==> config.mk <==
export PLATFORM = sky130hd
export DESIGN_NAME = mem_port_arbiter
export DESIGN_NICKNAME = d
export VERILOG_FILES = /design/src/rtl/mem_port_arbiter.sv
export SDC_FILE = /design/constraint.sdc
export NUM_CORES = 1
export LEC_CHECK = 0
export CORE_AREA = 2 2 131 133
export CTS_CLUSTER_SIZE = 28
export DETAILED_ROUTE_END_ITERATION = 10
export DIE_AREA = 0 0 133 135
export GPL_TIMING_DRIVEN = 0
export PLACE_DENSITY = 0.53
export SLEW_MARGIN = 15
export SYNTH_ARGS = -nofsm -noshare
export SYNTH_HDL_FRONTEND = slang
export SYNTH_SLANG_ARGS = --single-unit
==> constraint.sdc <==
create_clock -name clock -period 1.9 [get_ports clock]
set_input_delay 0.285 -clock clock [delete_from_list [all_inputs] [get_ports clock]]
set_output_delay 0.285 -clock clock [all_outputs]
set_load 0.01 [all_outputs]
==> src/rtl/mem_port_arbiter.sv <==
// mem_port_arbiter
//   Sequences one single-ported unified RAM between three requesters: the host
//   loader (ld), the data stage (dm) and the fetch stage (im). One access is in
//   flight at a time. Writes complete in their grant cycle. Reads hold the port
//   until the RAM returns data RD_LATENCY cycles later.
//
// Ports
//   clock, reset                  rising-edge clock, synchronous active-high reset
//   ld_en                         load mode: only the loader is served
//   ld_req/ld_addr/ld_wdata       loader write request, ld_gnt accepts it
//   dm_req/dm_we/dm_addr/dm_wdata data-stage request, dm_gnt accepts it
//   dm_rvalid/dm_rdata            data-stage read return
//   im_req/im_addr                fetch request, im_gnt accepts it
//   im_rvalid/im_rdata            fetch read return
//   if_stall, mem_stall           hold fetch / memory stage until access completes
//   cpu_hold                      registered ld_en, holds the pipeline
//   mem_en/mem_we/mem_addr/
//   mem_wdata/mem_rdata           RAM port
module mem_port_arbiter #(
  parameter int ADDR_W       = 32,
  parameter int DATA_W       = 32,
  parameter int RD_LATENCY   = 1,
  parameter int STARVE_LIMIT = 4
) (
  input  logic              clock,
  input  logic              reset,
  input  logic              ld_en,
  input  logic              ld_req,
  input  logic [ADDR_W-1:0] ld_addr,
  input  logic [DATA_W-1:0] ld_wdata,
  output logic              ld_gnt,
  input  logic              dm_req,
  input  logic              dm_we,
  input  logic [ADDR_W-1:0] dm_addr,
  input  logic [DATA_W-1:0] dm_wdata,
  output logic              dm_gnt,
  output logic              dm_rvalid,
  output logic [DATA_W-1:0] dm_rdata,
  input  logic              im_req,
  input  logic [ADDR_W-1:0] im_addr,
  output logic              im_gnt,
  output logic              im_rvalid,
  output logic [DATA_W-1:0] im_rdata,
  output logic              if_stall,
  output logic              mem_stall,
  output logic              cpu_hold,
  output logic              mem_en,
  output logic              mem_we,
  output logic [ADDR_W-1:0] mem_addr,
  output logic [DATA_W-1:0] mem_wdata,
  input  logic [DATA_W-1:0] mem_rdata
);

  localparam int CNT_W = (RD_LATENCY > 1) ? $clog2(RD_LATENCY) : 1;
  localparam int STV_W = (STARVE_LIMIT > 0) ? $clog2(STARVE_LIMIT + 1) : 1;
  localparam logic [CNT_W-1:0] LAT_M1  = CNT_W'(RD_LATENCY - 1);
  localparam logic [STV_W-1:0] STV_MAX = STV_W'(STARVE_LIMIT);

  typedef enum logic {IDLE, WAIT} state_e;
  typedef enum logic {OWN_DM, OWN_IM} owner_e;

  state_e            state_q, state_d;
  owner_e            owner_q, owner_d;
  logic [CNT_W-1:0]  cnt_q, cnt_d;
  logic [STV_W-1:0]  starve_q, starve_d;
  logic              hold_q;
  logic              im_wins;

  always_ff @(posedge clock) begin
    if (reset) begin
      state_q  <= IDLE;
      owner_q  <= OWN_DM;
      cnt_q    <= '0;
      starve_q <= '0;
      hold_q   <= 1'b0;
    end else begin
      state_q  <= state_d;
      owner_q  <= owner_d;
      cnt_q    <= cnt_d;
      starve_q <= starve_d;
      hold_q   <= ld_en;
    end
  end

  // im only overrides dm once the starvation counter has reached its limit.
  assign im_wins = im_req & (~dm_req | (starve_q == STV_MAX));

  always_comb begin
    state_d   = state_q;
    owner_d   = owner_q;
    cnt_d     = cnt_q;
    starve_d  = starve_q;
    ld_gnt    = 1'b0;
    dm_gnt    = 1'b0;
    im_gnt    = 1'b0;
    dm_rvalid = 1'b0;
    im_rvalid = 1'b0;
    dm_rdata  = '0;
    im_rdata  = '0;
    mem_en    = 1'b0;
    mem_we    = 1'b0;
    mem_addr  = '0;
    mem_wdata = '0;
    // Outputs are forced idle while reset is high; the state register is
    // cleared on the same edge, so an in-flight read never returns.
    if (!reset) begin
      unique case (state_q)
        IDLE: begin
          if (ld_en) begin
            if (ld_req) begin
              ld_gnt    = 1'b1;
              mem_en    = 1'b1;
              mem_we    = 1'b1;
              mem_addr  = ld_addr;
              mem_wdata = ld_wdata;
            end
          end else if (dm_req && !im_wins) begin
            dm_gnt   = 1'b1;
            mem_en   = 1'b1;
            mem_we   = dm_we;
            mem_addr = dm_addr;
            if (dm_we) begin
              mem_wdata = dm_wdata;
            end else begin
              state_d = WAIT;
              owner_d = OWN_DM;
              cnt_d   = LAT_M1;
            end
            if (im_req) begin
              if (starve_q != STV_MAX) starve_d = starve_q + 1'b1;
            end else begin
              starve_d = '0;
            end
          end else if (im_req) begin
            im_gnt   = 1'b1;
            mem_en   = 1'b1;
            mem_addr = im_addr;
            state_d  = WAIT;
            owner_d  = OWN_IM;
            cnt_d    = LAT_M1;
            starve_d = '0;
          end
        end
        WAIT: begin
          if (cnt_q == '0) begin
            state_d = IDLE;
            if (owner_q == OWN_DM) begin
              dm_rvalid = 1'b1;
              dm_rdata  = mem_rdata;
            end else begin
              im_rvalid = 1'b1;
              im_rdata  = mem_rdata;
            end
          end else begin
            cnt_d = cnt_q - 1'b1;
          end
        end
        default: state_d = IDLE;
      endcase
    end
  end

  assign if_stall  = im_req & ~im_rvalid;
  assign mem_stall = dm_req & ~(dm_we ? dm_gnt : dm_rvalid);
  assign cpu_hold  = hold_q;

endmodule

; ---- After elaboration in Yosys (flattened, before gate mapping)
; Index checks and enable logic that the tools add are counted.
[totals]
ff_bits = 7
in_bits = 199
output_inout_bits = 138
word_cells = 96
[op_classes]
n_addsub = 2
n_eq_ne = 7
mux = 67
bitwise_logic = 9
n_reduce_logical = 6
[op_table]
columns = cell, count
row1 = $mux W32, 20
row2 = $mux W1, 41
row3 = $mux W3, 4
row4 = $ne A3 B3 Y1 const B, 3
row5 = $reduce_and A4 Y1, 2
row6 = $not A1 Y1, 5
row7 = $ne A2 B2 Y1 const B, 2
row8 = $pmux W1 S2, 2
row9 = $add A3 B1 Y3 const B, 1
row10 = $and A1 B1 Y1, 3
row11 = $eq A3 B3 Y1 const B, 1
row12 = $ne A3 B2 Y1 const B, 1
row13 = $reduce_and A3 Y1, 1
row14 = $reduce_bool A2 Y1, 1
row15 = $logic_and A1 B1 Y1, 1
row16 = $logic_not A1 Y1, 1
row17 = $or A1 B1 Y1, 1
row18 = $sub A1 B1 Y1 const B, 1

; ---- Longest topological paths before layout
[depth]
depth_word = 12
depth_mapped = 7

; ---- Worst setup path before layout
; No wires, ideal clock.
[synth_path]
kind = register to output
start = register starve_q[0]
end = output port mem_stall
arrival_ps = 1467
required_ps = 1615
slack_ps = 148
path_stages_with_launch = 8
n_path_buf = 2
path_cell_list = dfxtp_1 > inv_1 > ha_1 > nand3_2 > and4_1 > buf_4 > buf_6 > a211oi_2
[synth_via]
elab_chain_len = 12
[synth_rtl]
columns = element, line_no
row1 = "start, declared", 65  ; logic [STV_W-1:0] starve_q, starve_d;
row2 = "start signal, assigned", 80  ; starve_q <= starve_d;
row3 = $eq A3 B3 Y1, 86  ; assign im_wins = im_req & (~dm_req | (starve_q == STV_MAX));
row4 = $or A1 B1 Y1, 86
row5 = $and A1 B1 Y1, 86
row6 = $logic_not A1 Y1, 117  ; end else if (dm_req && !im_wins) begin
row7 = $logic_and A1 B1 Y1, 117
row8 = $mux W1, 117
row9 = $mux W1, 109  ; if (ld_en) begin
row10 = $mux W1, 107  ; unique case (state_q)
row11 = $mux W1, 106  ; if (!reset) begin
row12 = $mux W1, 164  ; assign mem_stall = dm_req & ~(dm_we ? dm_gnt : dm_rvalid);
row13 = $not A1 Y1, 164
row14 = $and A1 B1 Y1, 164
row15 = "end, declared", 45  ; output logic mem_stall,
; No other way between the ends.

; ---- Worst setup path in the final report
[layout_path]
start = register starve_q[0]
end = output port mem_addr[27]
[layout_via]
elab_chain_len = 9
[layout_rtl]
columns = element, line_no
row1 = $eq A3 B3 Y1, 86
row2 = $or A1 B1 Y1, 86
row3 = $and A1 B1 Y1, 86
row4 = $logic_not A1 Y1, 117
row5 = $logic_and A1 B1 Y1, 117
row6 = $mux W32, 117
row7 = $mux W32, 109
row8 = $mux W32, 107
row9 = $mux W32, 106
row10 = "end, declared", 49  ; output logic [ADDR_W-1:0] mem_addr,
; No other way between the ends.

==> flow_results.org <==
** Outcome
- The flow ran to the end, but the final reports show violations.
- Violated checks :: negative setup slack

** Logic synthesis
- The share of the Yosys chip area taken by registers is 5.79%.
- Synthesis Warnings :: 0
- Of all flip-flops after synthesis, the portion carrying an async set or reset was 0%.
- Most frequently used flop master after synthesis :: sky130_fd_sc_hd__dfxtp_1
- The number of nets handed over by synthesis was 512.
- Post-Syn Area per Cell :: 6.67 um2
- Yosys mapped a number of flops with a built-in enable equal to 0.
- The mapped netlist covers 2070 um2.
- Synthesis produced a netlist whose cell count is 311.
- The netlist uses 35 different library cells.
- Synthesis inferred 6 register bits.

** Timing
- The worst path uses 108% of the clock period.
- Maximum clock skew at final layout :: 0.00231 ns
- Fmax achieved :: 487 MHz
- The max-slew violation total from the final report was 0.
- Adding up every negative setup slack in the final design gives -4.93 ns.
- Across all setup checks in the final design, the least slack found is -0.152 ns.
- The hold violation count in the final report is 0.
- Crit path time final :: 2.05 ns
- Setup violations remaining at the end of the flow were counted as 62.
- Slew at the pin with the worst max-slew slack :: 0.532 ns
- Setup repair after global routing could not meet its margin everywhere.
- In this run the tightest slew margin relative to its limit is 64.5%.

** Setup path
- Crit path max-delay cell type :: sky130_fd_sc_hd__dfxtp_2
- Bufs and invs on worst path :: 5
- The critical path is of the reg2out type.
- Dominant cell type by count on the critical path :: sky130_fd_sc_hd__buf_6
- At the worst endpoint, the required time is 1.62 ns.
- Maximum net fanout on the critical path :: 5
- Across all register-to-register paths, the minimum setup slack is 0.63 ns.
- The worst register-to-register path begins at state_q$_SDFF_PP0_.
- WP data arrival :: 1.77 ns
- Largest incremental delay on the critical path :: 0.33 ns
- Sequence of cells on the critical path :: inv_2 -> ha_4 -> buf_6 -> a21boi_2 -> buf_6 -> clkbuf_16 -> o22ai_4 -> a22o_1 -> buf_2
- Startpoint types :: flop
- STA classifies the critical path endpoint as an output pin.
- Endpoint of the most critical register-to-register path :: starve_q[0]$_SDFFE_PP0P_
- Worst Reg2Reg Path Length in Cells :: 5
- In this design, the largest share of critical-path delay is due to buffers and inverters.

** Finish
- Fraction of layout instances using a drive strength above 1 :: 34.8%
- For this run, the number of standard cells in the final layout without fillers is 926.
- Growth of design area from synthesis to finish :: 210%
- Final Instance Area :: 6420 um2
- Antenna Diode Count :: 0
- Top library cells by usage in the layout, fill and taps aside :: 194 x sky130_fd_sc_hd__clkdlybuf4s50_1, 69 x sky130_fd_sc_hd__buf_2, 66 x sky130_fd_sc_hd__buf_6
- FILL cells :: 1658
- Leaving out fill and tap cells, the most frequent cell in the layout is sky130_fd_sc_hd__clkdlybuf4s50_1.
- Post-layout nets :: 909

** Route
- Before antenna repair, the detailed router went through 4 iterations.
- Using the TritonRoute via totals, the vias-per-cell ratio works out to 4.38.
- Across all layers, the routed design uses 4052 vias.
- Wire length reported by the detailed router :: 16600 um
- DRC violation count after routing :: 0
- WL per Instance :: 17.9 um
- In this run the remaining antenna-violating nets after routing total 0.
- Iteration-0 DRC count of the detailed router :: 152

** Power
- Total Power Consumption :: 1.56 mW
- Cell leakage power :: 2.96 nW
- The internal portion of the total power is 1.09 mW.
- Power per cell area :: 243 nW/um2
- In this run switching power makes up 30.2% of total power.
- The clock network burns 22.0% of the power.
- For this design the total switching power over the nets is 471 uW.
- Worst VDD drop :: 0.225 mV
- Comb pwr share :: 69.3%
- Sequential group share of total power :: 8.6%

** Placement
- At the end of routability-driven placement, the weighted congestion stood at 0.848.
- Number of buffers added on ports :: 336
- Summed over all nets, the half-perimeter wirelength after detailed placement is 12900 um.
- Post-Place Cell Area :: 5710 um2
- The number of placed instances, taps included, is 867.

** Die
- Die area :: 18000 um2
- Horizontal die dimension :: 133 um
- From bottom edge to top edge, the die measures 135 um.
- After floorplanning, the core was sized to cover 16400 um2.
- 337 I/O pins were placed.
- Initial Util :: 12.6%
- Number of standard-cell rows in the floorplan :: 47

** Clocking
- Clock Latency Late Sink :: 0.23 ns
- CTS H-Tree Depth :: 1
- The tree is rooted in a sky130_fd_sc_hd__clkbuf_16.
- Clock tree synthesis inserted a total of 3 buffers.
- CTS clock-pin slew for the worst setup and hold paths :: 0.03 ns
- The longest clock path from root to sink contains 2 buffers.
- Total of hold buffers inserted after clock tree synthesis :: 0
- TritonCTS built the clock tree.
- The clock net in this run drives a total of 6 sinks.

** Global routing
- Global routing finished with a remaining overflow of 0.
- Across every metal layer, demand over resource in global routing totals 16.9%.
- Number of global-route vias before repair :: 4210
- Entering global routing, the biggest net connects 11 pins.
- Global-route wire length before repair :: 24100 um
- The initial antenna violation count was 0.

** Min path
- In this run the most critical hold path is launched from reset.
- Worst min-delay path endpoint :: owner_q$_SDFFE_PP0P_
- The worst hold path passes through 3 cells.
- In this run the worst hold path is classified as in2reg.

** Flow run
- Across the run, the number of max-cap violations was 0.
==> worst min-delay path, cell delays in order <==
cell and delay [ns]:
sky130_fd_sc_hd__clkbuf_2 0.11, sky130_fd_sc_hd__buf_6 0.13, sky130_fd_sc_hd__a21oi_1 0.04
==> stage by stage <==
| stage | hold slack [ns] | utilization (%) | setup WS [ns] |
|---|---|---|---|
| final | 0.383 | 39.2 | -0.152 |
| after global routing | 0.392 | 39.2 | -0.198 |
| after CTS | 0.527 | 38.3 | -0.253 |
| after detailed placement | 0.483 | 34.8 | -0.926 |
| after global placement | 0.475 | 34.8 | -0.932 |
| after floorplan | 0.399 | - | 0.148 |
==> kinds of logic after synthesis <==
| logic type | after synthesis | synth area share, % |
|---|---|---|
| fa+ha+maj | 2 | 1.21 |
| flops | 6 | 5.79 |
| buf+inv | 42 | 11.6 |
| compound gates | 110 | 41.6 |
| simple gates | 151 | 39.8 |
==> how the worst max path moves through the flow <==
stage	end	from	cells past startpoint	slack, ns
detailed placement	dm_rdata[10]	reset	6	-0.93
floorplan	mem_stall	starve_q[0]$_SDFFE_PP0P_	7	0.15
global placement	mem_wdata[30]	ld_en	7	-0.93
finish	mem_addr[27]	starve_q[0]$_SDFFE_PP0P_	9	-0.15
global route	mem_addr[3]	starve_q[0]$_SDFFE_PP0P_	9	-0.20
CTS	mem_wdata[30]	state_q$_SDFF_PP0_	9	-0.25
==> synth_stat cells, types with 2 or more instances <==
cell type	number	area, um2
sky130_fd_sc_hd__and2_1	64	400
sky130_fd_sc_hd__nand2_1	63	236
sky130_fd_sc_hd__a22o_1	61	534
sky130_fd_sc_hd__o22ai_1	30	188
sky130_fd_sc_hd__clkbuf_1	15	56.3
sky130_fd_sc_hd__buf_2	9	45.0
sky130_fd_sc_hd__buf_4	9	67.6
sky130_fd_sc_hd__dfxtp_1	6	120
sky130_fd_sc_hd__nand3_1	6	30.0
sky130_fd_sc_hd__buf_6	5	56.3
sky130_fd_sc_hd__a21oi_1	4	20.0
sky130_fd_sc_hd__inv_1	4	15.0
sky130_fd_sc_hd__a221oi_1	3	26.3
sky130_fd_sc_hd__a31oi_1	3	18.8
sky130_fd_sc_hd__and3_1	3	18.8
sky130_fd_sc_hd__ha_1	2	25.0
sky130_fd_sc_hd__nor2_1	2	7.51
sky130_fd_sc_hd__nor2b_1	2	12.5
sky130_fd_sc_hd__o31ai_1	2	15.0
sky130_fd_sc_hd__o41ai_1	2	17.5
sky130_fd_sc_hd__or2_1	2	12.5
==> power by group through the flow <==
stage / logic [mW] / clock network, mW / registers [mW]
after detailed placement: 0.985 / 0 / 0.136
final: 1.08 / 0.344 / 0.135
after floorplan: 0.303 / 0 / 0.136
after CTS: 1.06 / 0.350 / 0.134
after global placement: 0.976 / 0 / 0.135
after global routing: 1.15 / 0.357 / 0.135
==> per-layer routing <==
| metal | routed length (um) | up-vias | global-route usage (%) | part of all wire [%] |
|---|---|---|---|---|
| li1 | - | 1934 | - | - |
| met1 | 6190 | 1891 | 18.4 | 37 |
| met2 | 8970 | 211 | 34.1 | 54 |
| met3 | 1260 | 16 | 3.27 | 7.6 |
| met4 | 209 | 0 | 2.63 | 1.3 |
| met5 | 0 | - | 0 | 0 |
==> repair_timing <==
action                                  4_1_cts  5_1_grt
pin swaps                                    57       20
endpoints found under the hold margin         0        0
gates resized for setup                     609       54
endpoints found under the setup margin      137      122
setup buffers                                43        8
gates cloned                                  8        3
==> final cells by class <==
class / instances / area (um2) / area share, %
clock buffers: 3 / 75.1 / 1.17
plain buffers: 34 / 364 / 5.67
repair buffers: 395 / 3670 / 57.2
flip-flops and latches: 6 / 128 / 1.99
inverters: 4 / 15.0 / 0.234
well taps: 220 / 275 / 4.28
multi-input cells: 264 / 1890 / 29.5
==> state kept, by name, indices dropped and copies added (netlist names) <==
signal and flops:
starve_q 3, state_q 1, owner_q 1, cpu_hold 1
Note: power is estimated with default switching activity, not from simulation.
